==> src/rtl/fp_pkg.sv <==
// Shared FP32 constants, accumulator state encoding and classification helpers
// used by the accumulator stage and its adder.
package fp_pkg;

  localparam logic [31:0] FP_POS_ZERO = 32'h0000_0000;
  localparam logic [31:0] FP_ONE      = 32'h3F80_0000;
  localparam logic [7:0]  FP_EXP_MAX  = 8'hFF;

  typedef enum logic [1:0] {
    IDLE  = 2'd0,
    ACCUM = 2'd1,
    DONE  = 2'd2
  } acc_state_t;

  function automatic logic is_nan(input logic [31:0] fp);
    return (fp[30:23] == FP_EXP_MAX) && (fp[22:0] != 23'd0);
  endfunction

  function automatic logic is_inf(input logic [31:0] fp);
    return (fp[30:23] == FP_EXP_MAX) && (fp[22:0] == 23'd0);
  endfunction

endpackage

==> src/rtl/Add_FP.sv <==
// Combinational FP32 adder: round-to-nearest-even, gradual underflow,
// sticky NaN/Inf; inf + -inf yields a quiet NaN signed like operand a on ties.
module Add_FP
  import fp_pkg::*;
(
  input  logic [31:0] a,
  input  logic [31:0] b,
  output logic [31:0] sum
);

  logic [31:0] big_s;
  logic [30:0] small_s;
  logic [7:0]  e_big_s, e_small_s, d_s, sh_s;
  logic [23:0] m_big_s, m_small_s;
  logic [49:0] align_s;
  logic [26:0] small27_s, norm_s;
  logic [27:0] raw_s;
  logic [4:0]  lz_s;
  logic [9:0]  exp_s;
  logic [24:0] rnd_s;
  logic        round_up_s;
  logic [22:0] frac_s;

  // Align, add/subtract, normalise and round the magnitude path.
  always_comb begin
    if (a[30:0] >= b[30:0]) begin
      big_s   = a;
      small_s = b[30:0];
    end else begin
      big_s   = b;
      small_s = a[30:0];
    end
    e_big_s   = (big_s[30:23] == 8'd0) ? 8'd1 : big_s[30:23];
    e_small_s = (small_s[30:23] == 8'd0) ? 8'd1 : small_s[30:23];
    m_big_s   = {(big_s[30:23] != 8'd0), big_s[22:0]};
    m_small_s = {(small_s[30:23] != 8'd0), small_s[22:0]};
    d_s = e_big_s - e_small_s;
    if (d_s > 8'd27) begin
      d_s = 8'd27;
    end else begin
      d_s = d_s;
    end
    // Guard/round bits land in [25:23]; everything below folds into sticky.
    align_s   = {m_small_s, 26'd0} >> d_s;
    small27_s = {align_s[49:24], align_s[23] | (|align_s[22:0])};
    if (a[31] ^ b[31]) begin
      raw_s = {1'b0, m_big_s, 3'b000} - {1'b0, small27_s};
    end else begin
      raw_s = {1'b0, m_big_s, 3'b000} + {1'b0, small27_s};
    end
    lz_s = 5'd27;
    for (int i = 0; i < 27; i++) begin
      if (raw_s[i]) lz_s = 5'(26 - i);
    end
    sh_s = 8'd0;
    if (raw_s[27]) begin
      norm_s = {raw_s[27:2], raw_s[1] | raw_s[0]};
      exp_s  = {2'b00, e_big_s} + 10'd1;
    end else begin
      // Never shift below the minimum exponent; the result stays subnormal.
      if ({3'b000, lz_s} >= e_big_s) begin
        sh_s = e_big_s - 8'd1;
      end else begin
        sh_s = {3'b000, lz_s};
      end
      norm_s = raw_s[26:0] << sh_s;
      exp_s  = {2'b00, e_big_s} - {2'b00, sh_s};
      if (!norm_s[26]) begin
        exp_s = 10'd0;
      end else begin
        exp_s = exp_s;
      end
    end
    round_up_s = norm_s[2] & (norm_s[1] | norm_s[0] | norm_s[3]);
    rnd_s      = {1'b0, norm_s[26:3]} + {24'd0, round_up_s};
    if (rnd_s[24]) begin
      exp_s  = exp_s + 10'd1;
      frac_s = rnd_s[23:1];
    end else begin
      if ((exp_s == 10'd0) && rnd_s[23]) begin
        exp_s = 10'd1;
      end else begin
        exp_s = exp_s;
      end
      frac_s = rnd_s[22:0];
    end
  end

  // Special-value priority ahead of the finite result.
  always_comb begin
    if (is_nan(a)) begin
      sum = a | 32'h0040_0000;
    end else if (is_nan(b)) begin
      sum = b | 32'h0040_0000;
    end else if (is_inf(a) && is_inf(b) && (a[31] != b[31])) begin
      sum = {big_s[31], 31'h7FC0_0000};
    end else if (is_inf(a)) begin
      sum = a;
    end else if (is_inf(b)) begin
      sum = b;
    end else if (raw_s == 28'd0) begin
      sum = {a[31] & b[31], 31'd0};
    end else if (exp_s >= 10'd255) begin
      sum = {big_s[31], FP_EXP_MAX, 23'd0};
    end else begin
      sum = {big_s[31], exp_s[7:0], frac_s};
    end
  end

endmodule

==> src/rtl/fp_accum_stage.sv <==
// Bias-preloaded FP32 accumulator: one term per clock through Add_FP, optional
// ReLU, result held under valid/ready until the next stage takes it.
module fp_accum_stage
  import fp_pkg::*;
#(
  parameter int MAX_TERMS = 4608,
  parameter int CNT_W     = $clog2(MAX_TERMS + 1),
  parameter bit RELU      = 1'b0
) (
  input  logic             clk,
  input  logic             rst_n,
  input  logic             start,
  input  logic [CNT_W-1:0] len,
  input  logic [31:0]      bias,
  input  logic             in_valid,
  output logic             in_ready,
  input  logic [31:0]      in_data,
  output logic             out_valid,
  input  logic             out_ready,
  output logic [31:0]      out_data,
  output logic             busy
);

  localparam logic [CNT_W-1:0] MAX_LEN = CNT_W'(MAX_TERMS);
  localparam logic [CNT_W-1:0] CNT_ONE = {{(CNT_W-1){1'b0}}, 1'b1};
  localparam logic [CNT_W-1:0] CNT_ZERO = {CNT_W{1'b0}};

  acc_state_t       state_r, state_nxt_s;
  logic [31:0]      acc_r, sum_s;
  logic [CNT_W-1:0] cnt_r, len_q_r, len_clamp_s;
  logic             take_s, last_s, relu_zero_s;

  Add_FP u_add (
    .a   (acc_r),
    .b   (in_data),
    .sum (sum_s)
  );

  assign len_clamp_s = (len > MAX_LEN) ? MAX_LEN : len;
  assign take_s      = (state_r == ACCUM) && in_valid;
  assign last_s      = take_s && (cnt_r == (len_q_r - CNT_ONE));

  // State register.
  always_ff @(posedge clk or negedge rst_n) begin
    if (!rst_n) begin
      state_r <= IDLE;
    end else begin
      state_r <= state_nxt_s;
    end
  end

  // Next-state decode; start is only looked at in IDLE.
  always_comb begin
    state_nxt_s = state_r;
    case (state_r)
      IDLE: begin
        if (start) begin
          state_nxt_s = (len == CNT_ZERO) ? DONE : ACCUM;
        end else begin
          state_nxt_s = IDLE;
        end
      end
      ACCUM: begin
        if (last_s) begin
          state_nxt_s = DONE;
        end else begin
          state_nxt_s = ACCUM;
        end
      end
      DONE: begin
        if (out_ready) begin
          state_nxt_s = IDLE;
        end else begin
          state_nxt_s = DONE;
        end
      end
      default: state_nxt_s = IDLE;
    endcase
  end

  // Accumulator, term counter and captured run length.
  always_ff @(posedge clk or negedge rst_n) begin
    if (!rst_n) begin
      acc_r   <= FP_POS_ZERO;
      cnt_r   <= CNT_ZERO;
      len_q_r <= CNT_ZERO;
    end else begin
      case (state_r)
        IDLE: begin
          if (start) begin
            acc_r   <= bias;
            len_q_r <= len_clamp_s;
            cnt_r   <= CNT_ZERO;
          end
        end
        ACCUM: begin
          if (take_s) begin
            acc_r <= sum_s;
            cnt_r <= cnt_r + CNT_ONE;
          end
        end
        default: begin
          acc_r <= acc_r;
        end
      endcase
    end
  end

  assign relu_zero_s = RELU && acc_r[31] && !is_nan(acc_r);

  // Outputs decode only from registered state and accumulator.
  always_comb begin
    in_ready  = (state_r == ACCUM);
    out_valid = (state_r == DONE);
    busy      = (state_r != IDLE);
    if ((state_r == DONE) && !relu_zero_s) begin
      out_data = acc_r;
    end else begin
      out_data = FP_POS_ZERO;
    end
  end

endmodule

==> config.mk <==
export PLATFORM = sky130hd
export DESIGN_NAME = fp_accum_stage
export DESIGN_NICKNAME = d
export VERILOG_FILES = /design/src/rtl/fp_pkg.sv /design/src/rtl/Add_FP.sv /design/src/rtl/fp_accum_stage.sv
export SDC_FILE = /design/constraint.sdc
export NUM_CORES = 1
export LEC_CHECK = 0
export CAP_MARGIN = 25
export CORE_MARGIN = 2
export CORE_UTILIZATION = 33
export CTS_CLUSTER_DIAMETER = 30
export CTS_CLUSTER_SIZE = 14
export DETAILED_ROUTE_END_ITERATION = 16
export PLACE_DENSITY = 0.55
export SYNTH_ARGS = -nofsm -noshare
export SYNTH_HDL_FRONTEND = slang
export SYNTH_SLANG_ARGS = --single-unit
==> constraint.sdc <==
create_clock -name clk -period 21.5 [get_ports clk]
set_input_delay 4.3 -clock clk [delete_from_list [all_inputs] [get_ports clk]]
set_output_delay 4.3 -clock clk [all_outputs]
set_load 0.03 [all_outputs]
* Word-level counts from Yosys, hierarchy flattened
Cells that the tools add are included.
** Word-level totals
- Bits in registers :: 60
- Output and inout bits :: 35
- Logic and storage cells :: 129
** Cells by class
- Add/sub/neg operators :: 10
- Magnitude comparators :: 5
- Equal/unequal tests :: 11
- Shift operators :: 2
- Muxes and demuxes :: 61
- Bitwise operators :: 7
- Reductions and logical operators :: 28
** Operators with widths (number)
- 32-bit two-way mux :: 10
- 5-bit two-way mux :: 16
- 32-bit one-hot mux with 2 select lines :: 1
- 31-bit two-way mux :: 2
- 50-bit by 8-bit right shift with 50-bit output :: 1
- 23-bit logical NOT :: 2
- 23-bit nonzero test :: 2
- 10-bit two-way mux :: 4
- 8-bit two-way mux :: 5
- 13-bit two-way mux :: 3
- 4-bit two-way mux :: 8
- 31-bit >= comparator :: 1
- 27-bit by 27-bit adder with 28-bit output :: 1
- 28-bit logical NOT :: 1
- 28-bit two-way mux :: 1
- 27-bit by 27-bit subtractor with 28-bit output :: 1
- 27-bit two-way mux :: 1
- 27-bit by 8-bit << shifter with 27-bit output :: 1
- 13-bit one-hot mux with 2 select lines :: 1
- 24-bit by 1-bit adder with 25-bit output :: 1
- 23-bit two-way mux :: 1
- 23-bit OR reduction :: 1
- 8-bit == test (second input constant) :: 2
- 8-bit logical NOT :: 2
- other kinds (35) :: 55

* Logic depth before layout (Yosys ltp)
- Depth after elaboration :: 61
- Gate-level depth with buffers :: 92
- Depth with buffers taken out :: 79

* By module
A second synthesis with hierarchy kept.
** Unflattened totals
- Cells, all modules :: 2416
- Area, all modules :: 16625.9 µm²
** Modules (own cells, without submodules)
- Add_FP :: times used 1, cells each 2059, area an instance 13270.2 µm²
- fp_accum_stage :: times used 1, cells each 357, area an instance 3355.7 µm²

* Least setup slack after synthesis
Ideal clock, no wire load.
- Path type :: input port to flip-flop
- Start point :: input in_data[25]
- End point :: register acc_r[11]
- Arrival :: 21.846 ns
- Data required time :: 21.390 ns
- Slack :: -0.457 ns
- Stages on the path :: 87
- Path through :: inv_1 ha_1 and3_1 a221o_1 a221oi_1 and2_1 clkbuf_1 nand2_1 clkbuf_1 buf_1 buf_1 mux2i_1 and3_1 nand3_1 and2_1 clkbuf_1 ha_1 inv_1 [51 not listed] o21ai_0 a211oi_1 nor2_1 o21ai_0 and2_1 ha_1 inv_1 o41ai_1 a31oi_1 a2111oi_4 or3b_1 or3_4 nor4_1 mux2_2 or2_2 clkbuf_1 or2_1 o41ai_1
** Between the ends
- Cells in the longest elaborated chain, start to end :: 61
- Elaborated cells on any way between the ends :: 84
** RTL lines
- start: declaration :: line fp_accum_stage.sv:17 : input logic [31:0] in_data,
- 31-bit >= comparator :: line Add_FP.sv:26 : if (a[30:0] >= b[30:0]) begin
- 32-bit two-way mux / 31-bit two-way mux (equally long branches) :: line Add_FP.sv:26
- 8-bit logical NOT (on tied branches) :: line Add_FP.sv:33, Add_FP.sv:34
- 8-bit two-way mux (on tied branches) :: line Add_FP.sv:33, Add_FP.sv:34
- 8-bit subtractor :: line Add_FP.sv:37 : d_s = e_big_s - e_small_s;
- 8-bit by 5-bit greater-than comparator with 1-bit output :: line Add_FP.sv:38 : if (d_s > 8'd27) begin
- 8-bit two-way mux :: line Add_FP.sv:38
- 50-bit by 8-bit right shift with 50-bit output :: line Add_FP.sv:44 : align_s = {m_small_s, 26'd0} >> d_s;
- [45 not listed]
- 32-bit two-way mux :: line Add_FP.sv:101 : end else if (raw_s == 28'd0) begin
- 32-bit two-way mux :: line Add_FP.sv:99 : end else if (is_inf(b)) begin
- 32-bit two-way mux :: line Add_FP.sv:97 : end else if (is_inf(a)) begin
- 32-bit two-way mux :: line Add_FP.sv:95 : end else if (is_inf(a) && is_inf(b) && (a[31] != b[31])) begin
- 32-bit two-way mux :: line Add_FP.sv:93 : end else if (is_nan(b)) begin
- 32-bit two-way mux :: line Add_FP.sv:91 : if (is_nan(a)) begin
- 32-bit two-way mux :: line fp_accum_stage.sv:97 : if (take_s) begin
- 32-bit one-hot mux with 2 select lines :: line fp_accum_stage.sv:88 : case (state_r)
- end signal: assignment :: line fp_accum_stage.sv:91 : acc_r <= bias;
- end signal: assignment :: line fp_accum_stage.sv:98 : acc_r <= sum_s;
- end signal: assignment :: line fp_accum_stage.sv:103 : acc_r <= acc_r;
- end: declaration :: line fp_accum_stage.sv:29 : logic [31:0] acc_r, sum_s;
Several ways; a longest one is shown, not always the timed one. The select of a mux whose other input is x is not followed.
A chain may end at the register's enable or synchronous reset.

* Final worst setup path
Ends and elaborated chain as after synthesis.

==> results.cfg <==
[outcome]
status = complete, no violations

[routing]
ant_nets = 0
vias = 21574
drc = 0
first_iter_violations = 2619
via_per_inst = 6.530
routedWlPerCell_um = 27.15
routed_wl_mm = 89.69
first_pass_iters = 6

[layout]
utilization = 0.4035
nFillCells = 5362
nNetsFinal = 2817
area_growth_pct = 20.94
drive_gt1_frac = 0.1317

[floorplanning]
io_pins = 117
rows = 82
die_y_um = 228.7
initial_core_util = 0.3336
die-width_um = 228.7
die_area_um2 = 52320
core_area_um2 = 49970

[global_route]
antenna_found_initial = 4
grt_usage = 0.3250
grt_pass1_vias = 20137
grt_max_degree = 62
gr-total-overflow = 0
grt_pass1_wl_mm = 131.5

[critical_path]
cp-end-kind = flop
worstSetupStartpointType = primary input
cpMaxStageDelayCell = or4b_1
rr_endpoint = acc_r[11]
arrival_ns = 20.99
required_ns = 21.72
rrSetupSlack_ns = 4.74
crit_top_cell = a21oi_1
worstSetupPathType = primary input to flop
cp_slowest_stage_delay_ns = 0.63
reg2reg_from = acc_r[12]
endpoint = acc_r[11]
reg2reg_depth = 66
critPathMaxFanout = 12
critPathLaunch = in_data[25]

[clocking]
clockBufferDepth = 2
cts.sinks = 60
htreeDepth = 3
clock_latency_ns = 0.34
clkTransAtPathRegs_ns = 0.05
cts_buffers = 9
cts_tree = yes
root_buffer = clkbuf_16

[synth]
postSynth.asyncResetShare = 1.000
synth_flop_cell = dfrtp_1
syn_nets = 2655
yosys_register_bits = 60
synth_area_um2 = 16670
synth_edf_count = 0
avgSynthCellArea_um2 = 6.773
ys.warnings.count = 0
seq_area_frac_synth = 0.09008
synth_cell_types = 122
syn_inst = 2461

[sta]
final.setup_skew_ns = 0.007233
whs_ns = 0.4695
hold_viol = 0
worstMarginPinSlew_ns = 1.101
slew_headroom = 0.2580
setup_viol = 0
fmax_mhz = 48.16
layout_min_cycle_time_ns = 20.77
worst_slack_ns = 0.7343
post-route-period-util = 0.9658
drv_slew = 0

[run]
drv_cap = 0

[placed_design]
post-place-ws_ns = -0.4269
gp_congestion = 1.045
dpl.hpwl_mm = 70.85
numPortBuffers = 116

[worst_hold_path]
hp-class = flop to flop
==> critical path, delay by kind of cell <==
kind,cells,cell delay [ns]
multiplexers,2,0.58
XOR/XNOR,1,0.13
adder cells (fa/ha/maj),6,1.66
AO/OA/AOI/OAI,30,7.25
AND/OR/NAND/NOR,21,5.38
buffers and inverters,9,1.63
==> worst min-delay path by stage <==
stage                           from         end  slack (ns)  depth (start not counted)
after floorplan           state_r[1]  state_r[0]        0.43                          1
after global placement    state_r[1]  state_r[0]        0.44                          1
after detailed placement  state_r[1]  state_r[0]        0.46                          1
after CTS                 state_r[1]  state_r[0]        0.47                          1
after global routing      state_r[1]  state_r[0]        0.50                          1
final                     state_r[1]  state_r[0]        0.47                          1
==> synthesized netlist by cell type, types with 13 or more instances <==
master,instances,area share
o21a_1,13,0.0059
o41ai_1,17,0.0089
dfrtp_1,60,0.090
a211o_1,18,0.0095
o22ai_1,47,0.018
nand2b_1,26,0.0098
nor2_1,210,0.047
a21o_1,29,0.013
o221ai_1,15,0.0079
nor4_1,44,0.017
nand2_1,267,0.060
nand3_1,90,0.027
o21ai_0,159,0.048
o21ai_1,17,0.0051
inv_1,128,0.029
a31oi_1,21,0.0079
a211oi_1,40,0.018
xor2_1,37,0.019
or3_1,32,0.012
a2111oi_0,14,0.0074
ha_1,109,0.082
o211ai_1,36,0.016
nand4_1,42,0.016
clkbuf_1,101,0.023
buf_1,14,0.0032
mux2i_1,60,0.036
and3_1,32,0.012
nor3_1,88,0.026
a21oi_1,193,0.058
a22o_1,13,0.0068
o31ai_1,23,0.010
and2_1,58,0.022
or2_2,13,0.0049
xnor2_1,50,0.026
buf_2,21,0.0063
==> through the flow <==
step	instance area (um2)	setup TNS [ns]	std cells
6_report	20160	0	3304
5_1_grt	20150	-0.1151	3300
4_1_cts	19650	0	3278
3_5_place_dp	19310	-7.988	3262
3_3_place_gp	19290	-8.427	3260
2_1_floorplan	16680	0	2461
==> flip-flops by register name, indices dropped and copies added (netlist names) <==
signal,count
state_r,2
len_q_r,13
acc_r,32
cnt_r,13
==> cells in the final DEF, fill, tap and decap left out, drive strengths merged, types with 19 or more instances in the layout <==
master / count
nor2: 213
a211oi: 45
and2: 59
a31oi: 23
o21ai: 176
nand2: 268
or3: 34
nand3: 91
dfrtp: 60
buf: 181
inv: 131
nor4: 48
xor2: 38
o22ai: 47
o31ai: 24
a21oi: 194
xnor2: 50
clkdlybuf4s50: 114
ha: 109
nand4: 43
and3: 32
a21o: 29
o41ai: 19
nor3: 92
nand2b: 26
mux2i: 60
o211ai: 36
==> area by class of cell <==
class / instances / area [um2] / share of cell area
Clock inverter: 6 / 87.58 / 0.004345
Sequential cell: 60 / 1501 / 0.07448
Tap cell: 672 / 840.8 / 0.04171
Inverter: 132 / 498.0 / 0.02470
Antenna cell: 4 / 10.01 / 0.0004965
Clock buffer: 10 / 239.0 / 0.01185
Timing Repair Buffer: 300 / 2624 / 0.1302
Multi-Input combinational cell: 2120 / 14360 / 0.7123
==> cell families after synthesis <==
family | synth area share
simple gates | 0.3064
compound gates | 0.3557
buf+inv | 0.06906
fa+ha+maj | 0.08542
xor+xnor | 0.04669
mux | 0.04639
flops | 0.09008
other cells | 0.0002250
==> per-layer routing <==
layer	track usage	routed length (um)
met5	0	13
met1	0.4287	37000
met4	0.1379	4309
met2	0.5262	40630
met3	0.04928	7736
==> what timing repair did <==
item	in CTS	in global routing
gates resized for setup	4	62
hold buffers	0	0
pin swaps	0	11
endpoints found under the hold margin	0	0
endpoints found under the setup margin	21	31
buffers inserted	0	17
cloned	0	3
Power is not shown: default switching activity piles up to over one toggle a cycle in this logic, so the estimate is an artifact.
